==> src/rtl/mem_access_pkg.sv <==
// Shared encodings for the MEM-stage load/store unit: memory op codes,
// FSM states and the writeback constants.
package mem_access_pkg;

  typedef enum logic [3:0] {
    MEM_NONE = 4'd0,
    MEM_LB   = 4'd1,
    MEM_LBU  = 4'd2,
    MEM_LH   = 4'd3,
    MEM_LHU  = 4'd4,
    MEM_LW   = 4'd5,
    MEM_SB   = 4'd6,
    MEM_SH   = 4'd7,
    MEM_SW   = 4'd8,
    MEM_LL   = 4'd9,
    MEM_SC   = 4'd10
  } memop_e;

  typedef enum logic [1:0] {
    ST_IDLE = 2'd0,
    ST_WAIT = 2'd1,
    ST_DONE = 2'd2
  } state_e;

  localparam logic [31:0] ZeroWord     = 32'h0000_0000;
  localparam logic [4:0]  NOPRegAddr   = 5'd0;
  localparam logic        WriteDisable = 1'b0;

  function automatic logic is_load(input memop_e op);
    return op inside {MEM_LB, MEM_LBU, MEM_LH, MEM_LHU, MEM_LW, MEM_LL};
  endfunction

  function automatic logic is_store(input memop_e op);
    return op inside {MEM_SB, MEM_SH, MEM_SW, MEM_SC};
  endfunction

endpackage

==> src/rtl/mem_lane_align.sv <==
// Big-endian byte-lane steering: byte enables and store replication on the
// way out, load extraction and sign/zero extension on the way back.
module mem_lane_align
  import mem_access_pkg::*;
(
  input  memop_e      op,
  input  logic [1:0]  addr,
  input  logic [31:0] storedata,
  input  logic [31:0] rdata,
  output logic [3:0]  sel,
  output logic [31:0] wdata,
  output logic [31:0] load_data
);

  logic [7:0]  rbyte;
  logic [15:0] rhalf;

  always_comb begin
    sel   = 4'b0000;
    wdata = ZeroWord;
    case (op)
      MEM_SB: begin
        sel   = 4'b1000 >> addr;
        wdata = {4{storedata[7:0]}};
      end
      MEM_SH: begin
        sel   = addr[1] ? 4'b0011 : 4'b1100;
        wdata = {2{storedata[15:0]}};
      end
      MEM_SW, MEM_SC: begin
        sel   = 4'b1111;
        wdata = storedata;
      end
      MEM_LB, MEM_LBU: sel = 4'b1000 >> addr;
      MEM_LH, MEM_LHU: sel = addr[1] ? 4'b0011 : 4'b1100;
      MEM_LW, MEM_LL:  sel = 4'b1111;
      default: ;
    endcase
  end

  // Lane 00 is the most significant byte of the bus word.
  always_comb begin
    case (addr)
      2'd0:    rbyte = rdata[31:24];
      2'd1:    rbyte = rdata[23:16];
      2'd2:    rbyte = rdata[15:8];
      default: rbyte = rdata[7:0];
    endcase
    rhalf = addr[1] ? rdata[15:0] : rdata[31:16];
  end

  always_comb begin
    case (op)
      MEM_LB:         load_data = {{24{rbyte[7]}}, rbyte};
      MEM_LBU:        load_data = {24'h000000, rbyte};
      MEM_LH:         load_data = {{16{rhalf[15]}}, rhalf};
      MEM_LHU:        load_data = {16'h0000, rhalf};
      MEM_LW, MEM_LL: load_data = rdata;
      default:        load_data = ZeroWord;
    endcase
  end

endmodule

==> src/rtl/mem_access.sv <==
// MEM-stage load/store unit: ALU pass-through plus a req/ack data-bus
// transaction that stalls the pipeline. Optional LL/SC support under LLSC_EN.
module mem_access
  import mem_access_pkg::*;
#(
  parameter int ADDR_W = 32,
  parameter int DATA_W = 32
) (
  input  logic              clk,
  input  logic              rst,
  input  logic [4:0]        ex_wd,
  input  logic              ex_wreg,
  input  logic [DATA_W-1:0] ex_wdata,
  input  logic [3:0]        ex_memop,
  input  logic [ADDR_W-1:0] ex_memaddr,
  input  logic [DATA_W-1:0] ex_storedata,
  output logic [4:0]        mem_wd,
  output logic              mem_wreg,
  output logic [DATA_W-1:0] mem_wdata,
  output logic              stallreq,
  output logic              misalign,
  output logic              bus_req,
  output logic              bus_we,
  output logic [ADDR_W-1:0] bus_addr,
  output logic [3:0]        bus_sel,
  output logic [DATA_W-1:0] bus_wdata,
  input  logic              bus_ack,
  input  logic [DATA_W-1:0] bus_rdata
);

  state_e            state, state_next;
  memop_e            op;
  logic [DATA_W-1:0] rdata_q;
  logic [3:0]        sel;
  logic [DATA_W-1:0] wdata, load_data;
  logic              half_op, word_op, sc_ok, sc_fail, need_bus;

  // Unknown opcodes (and LL/SC when the feature is absent) collapse to NONE.
  always_comb begin
    case (ex_memop)
      4'd1, 4'd2, 4'd3, 4'd4, 4'd5, 4'd6, 4'd7, 4'd8: op = memop_e'(ex_memop);
`ifdef LLSC_EN
      4'd9, 4'd10: op = memop_e'(ex_memop);
`endif
      default: op = MEM_NONE;
    endcase
  end

`ifdef LLSC_EN
  logic llbit;

  always_ff @(posedge clk or negedge rst) begin
    if (!rst) begin
      llbit <= 1'b0;
    end else if (state == ST_DONE) begin
      if (op == MEM_LL) llbit <= 1'b1;
      else if (op == MEM_SC) llbit <= 1'b0;
    end
  end

  assign sc_ok = llbit;
`else
  assign sc_ok = 1'b0;
`endif

  assign half_op  = op inside {MEM_LH, MEM_LHU, MEM_SH};
  assign word_op  = op inside {MEM_LW, MEM_SW, MEM_LL, MEM_SC};
  assign misalign = (half_op & ex_memaddr[0]) | (word_op & (ex_memaddr[1:0] != 2'b00));
  assign sc_fail  = (op == MEM_SC) & ~sc_ok;
  assign need_bus = (is_load(op) | is_store(op)) & ~misalign & ~sc_fail;

  mem_lane_align u_align (
    .op        (op),
    .addr      (ex_memaddr[1:0]),
    .storedata (ex_storedata),
    .rdata     (rdata_q),
    .sel       (sel),
    .wdata     (wdata),
    .load_data (load_data)
  );

  always_ff @(posedge clk or negedge rst) begin
    if (!rst) state <= ST_IDLE;
    else      state <= state_next;
  end

  always_comb begin
    state_next = state;
    stallreq   = 1'b0;
    case (state)
      ST_IDLE: begin
        if (need_bus) begin
          stallreq   = 1'b1;
          state_next = ST_WAIT;
        end
      end
      ST_WAIT: begin
        stallreq = 1'b1;
        if (bus_ack) state_next = ST_DONE;
      end
      ST_DONE: state_next = ST_IDLE;
      default: state_next = ST_IDLE;
    endcase
  end

  // Bus signals are registered at issue and held until the acknowledge.
  always_ff @(posedge clk or negedge rst) begin
    if (!rst) begin
      bus_req   <= 1'b0;
      bus_we    <= 1'b0;
      bus_addr  <= '0;
      bus_sel   <= 4'b0000;
      bus_wdata <= '0;
      rdata_q   <= '0;
    end else begin
      case (state)
        ST_IDLE: begin
          if (need_bus) begin
            bus_req   <= 1'b1;
            bus_we    <= is_store(op);
            bus_addr  <= {ex_memaddr[ADDR_W-1:2], 2'b00};
            bus_sel   <= sel;
            bus_wdata <= wdata;
          end
        end
        ST_WAIT: begin
          if (bus_ack) begin
            rdata_q <= bus_rdata;
            bus_req <= 1'b0;
            bus_we  <= 1'b0;
            bus_sel <= 4'b0000;
          end
        end
        default: ;
      endcase
    end
  end

  // SC reports its outcome while llbit still holds its pre-DONE value.
  always_comb begin
    mem_wd    = ex_wd;
    mem_wreg  = ex_wreg;
    mem_wdata = ex_wdata;
    if (misalign) begin
      mem_wreg = WriteDisable;
    end else if (op == MEM_SC) begin
      mem_wdata = {{(DATA_W-1){1'b0}}, sc_ok};
    end else if (is_load(op)) begin
      mem_wdata = load_data;
    end else if (is_store(op)) begin
      mem_wreg  = WriteDisable;
      mem_wdata = ZeroWord;
    end
  end

endmodule

==> config.mk <==
export PLATFORM = sky130hd
export DESIGN_NAME = mem_access
export DESIGN_NICKNAME = d
export VERILOG_FILES = /design/src/rtl/mem_access_pkg.sv /design/src/rtl/mem_lane_align.sv /design/src/rtl/mem_access.sv
export SDC_FILE = /design/constraint.sdc
export NUM_CORES = 1
export LEC_CHECK = 0
export CORE_ASPECT_RATIO = 1.2
export CORE_MARGIN = 2
export CORE_UTILIZATION = 25
export DETAILED_ROUTE_END_ITERATION = 12
export PLACE_DENSITY = 0.49
export RECOVER_POWER = 50
export SLEW_MARGIN = 20
export SYNTH_ARGS = -nofsm -noshare
export SYNTH_HDL_FRONTEND = slang
export SYNTH_HIERARCHICAL = 1
export SYNTH_SLANG_ARGS = --single-unit
export TNS_END_PERCENT = 30
==> constraint.sdc <==
create_clock -name clk -period 4.3 [get_ports clk]
set_clock_uncertainty 0.2 [all_clocks]
set_input_delay 0.645 -clock clk [delete_from_list [all_inputs] [get_ports clk]]
set_output_delay 0.645 -clock clk [all_outputs]
set_load 0.05 [all_outputs]
==> flow_summary_export.csv <==
group,metric,value,unit
outcome,status,"finished, violations left",
outcome,violations,"max-capacitance violations, max-slew violations",
global_routing,grt_overflow,0,
worst_setup_path,cp.depth,8,
yosys,ys_seq_elements,102,
placed_design,place_ws,0.369,ns
cts,ctsResizeCount,0,
yosys,yosys_warnings,6,
timing,fmax,0.256,GHz
global_routing,grt_pass1_vias,5497,
cts,clkTransAtPathRegs,0.08,ns
yosys,synth.distinct_cells,48,
worst_setup_path,worst_setup_path_start_kind,"input port",
worst_setup_path,worstSetupPathType,"in2out",
cts,numCtsBuffers,9,
yosys,netlist_area,5800,um2
worst_setup_path,r2r_cells,4,
cts,cts_root_buf,"clkbuf_16",
global_routing,grt_use_total,16.9,%
worst_setup_path,timing.critical_path.slowest_stage_cell,"clkdlybuf4s50_1",
timing,rsz0062_at_grt,"false",
min_path,hold_depth,1,
worst_setup_path,required,3.45,ns
drt,ant_nets,0,
floorplan,die_h,171,um
placed_design,numPlacedInstances,1086,
pwr,power.leakage,3.91,nW
timing,slew_viol_final,66,
yosys,async_flop_share,100,%
drt,first_iter_violations,215,
job,cap_viol_max_count,1,
timing,fin_setup_tns,0,ns
yosys,syn_avg_cell_area,10.4,um2
yosys,netlist_instances,557,
cts,clockBufferDepth,2,
placed_design,hpwlAfterDp,15.9,mm
pwr,p_per_area,556,nW/um2
cts,tritoncts,"yes",
cells_and_area,syn_to_final_growth,58.4,%
worst_setup_path,worst-path-max-fanout,18,
cells_and_area,drive_above_1_share,17.8,%
global_routing,grt_pass1_wl,31.5,mm
floorplan,boundaryPins,251,
drt,avgViaCountPerCell,4.77,
yosys,synth_top_cell_by_area,"dfrtp_1",
worst_setup_path,critPathMaxStageDelay,0.58,ns
yosys,ys_seq_area_share,44.0,%
timing,tightest_slew,1.74,ns
floorplan,start_util,25.2,%
placed_design,gp_congestion,0.826,
pwr,peakVddDrop,0.000351,V
cts,ctsHoldBuffers,0,
timing,fin_crit,3.91,ns
drt,num_vias,5262,
timing,hold_viol_final,0,
drt,wl_per_cell,18.9,um
floorplan,fp.coreArea,23000,um2
timing,finalCritPeriodShare,91.0,%
global_routing,grt_antenna_before_repair,0,
floorplan,die-area,24400,um2
timing,setup_viol,0,
yosys,synth_edf_count,0,
floorplan,die_w,143,um
cells_and_area,diodes,0,
yosys,synth-main-ff-cell,"dfrtp_1",
worst_setup_path,crit_family,"compound AO/OA/AOI/OAI gates",
timing,slew-limit-headroom,-16.2,%
worst_setup_path,cp_data_arrival_time,3.07,ns
min_path,hold_path_class,"reg2reg",
yosys,synth.area.top_cells,"dfrtp_1 (44%), mux2_2 (9.7%), nand2_1 (7.6%), a22o_1 (7.3%), mux2i_1 (4.0%)",
drt,drc_errors,0,
cts,cts.htree.levels,3,
cts,postCtsSetupBuffers,0,
cts,insertion_delay,0.35,ns
worst_setup_path,critPathBufInv,3,
cts,clock-sinks,102,
worst_setup_path,cp_cell_sequence,"clkdlybuf4s50_1 > nor4b_4 > buf_4 > nor3b_1 > a22oi_2 > o211ai_1 > a22o_1 > buf_12",
floorplan,fp-row-count,61,
drt,routed_wl,20.8,mm
drt,drt-pass1-iter-count,5,
cells_and_area,final_nets,923,
global_routing,grt_max_degree,69,
yosys,synth.top_cell.area_share,44.0,%
timing,fin_ws,0.388,ns
worst_setup_path,end_kind,"output pin",
placed_design,portBuffers,238,
cells_and_area,finalNonFillerCells,1102,
[layout make-up]
type                    instances  area [um2]
flip-flops and latches        102        2550
inverters                       5        18.8
clock buffers                   9         225
well taps                     315         394
clock inverters                 7        97.6
multi-input cells             403        2990
fillers                      2237       13800
repair buffers                261        2910
[final timing paths]
| check | startpoint | to | slack [ns] |
|---|---|---|---|
| setup / recovery | ex_memop[0] | mem_wdata[15] | 0.39 |
| min in group asynchronous | rst | rdata_q[21] | 0.52 |
| hold reg to reg | bus_req | bus_req | 0.29 |
| hold / removal | bus_req | bus_req | 0.29 |
| setup reg to reg | state[1] | rdata_q[11] | 2.27 |
| max in group asynchronous | rst | rdata_q[2] | 1.60 |
[where the power goes]
part           internal [mW]  total (mW)  switching (mW)
clock network          0.471       0.893           0.422
registers               1.32        1.65           0.338
logic                   1.02        2.56            1.55
[Yosys cell counts (all sizes together), types with 3 or more instances]
| library cell | n |
|---|---|
| mux4 | 7 |
| o22ai | 4 |
| a22o | 48 |
| nand2 | 118 |
| mux2 | 64 |
| nor2b | 5 |
| o31ai | 3 |
| nand3b | 4 |
| mux2i | 24 |
| inv | 5 |
| nand3 | 23 |
| o221ai | 7 |
| and2 | 10 |
| clkbuf | 14 |
| a21oi | 4 |
| nor3b | 3 |
| buf | 34 |
| o2bb2ai | 16 |
| nor2 | 7 |
| dfrtp | 102 |
| a21o | 4 |
| nand2b | 5 |
| o21ai | 17 |
| o211ai | 9 |
[routing by layer]
layer | share of wire, % | up-vias | global-route usage, %
met3 | 9.1 | 26 | 5.63
li1 | - | 2457 | -
met5 | 0 | - | 0
met1 | 39 | 2552 | 19.3
met4 | 2.8 | 0 | 6.46
met2 | 49 | 227 | 29.1
[through the flow]
step                      total power, mW  hold WS [ns]  utilization [%]  instance area (um2)
after detailed placement             4.30         0.269             38.6                 8870
final                                5.11         0.287             40.0                 9180
after global routing                 5.38         0.306             40.0                 9180
after floorplan                      3.21         0.149                -                 5800
after CTS                            5.22         0.244             40.0                 9190
after global placement               4.27         0.264             38.6                 8870
[sequential cells by signal, summed over array words and instances (netlist names)]
register,count
rdata_q,32
bus_wdata,32
bus_we,1
state,2
bus_sel,4
bus_addr,30
bus_req,1
[cells in the final DEF, fill, tap and decap left out, types with 14 or more instances in the layout]
master and count:
clkdlybuf4s50_1 185, nand2_1 118, dfrtp_1 102, mux2_2 50
a22o_1 48, buf_12 36, mux2i_1 23, nand3_1 23
buf_4 20, o21ai_0 17, dlygate4sd3_1 17, o2bb2ai_1 16
mux2_1 14
[worst register-to-register path: cells and delay by family, from the launching register on]
| kind | cells | cell delay [ns] |
|---|---|---|
| buffers and inverters | 1 | 0.79 |
| flip-flops | 1 | 0.48 |
| AND/OR/NAND/NOR | 3 | 0.50 |
[cells by family after synthesis]
logic type | count (synthesis) | share of synthesized area, %
compound gates | 119 | 16.2
flops | 102 | 44.0
mux | 95 | 19.4
simple gates | 185 | 15.0
xor+xnor | 2 | 0.432
buf+inv | 53 | 4.92
other cells | 1 | 0.0647
No activity file was read; power rests on OpenSTA's default activity.
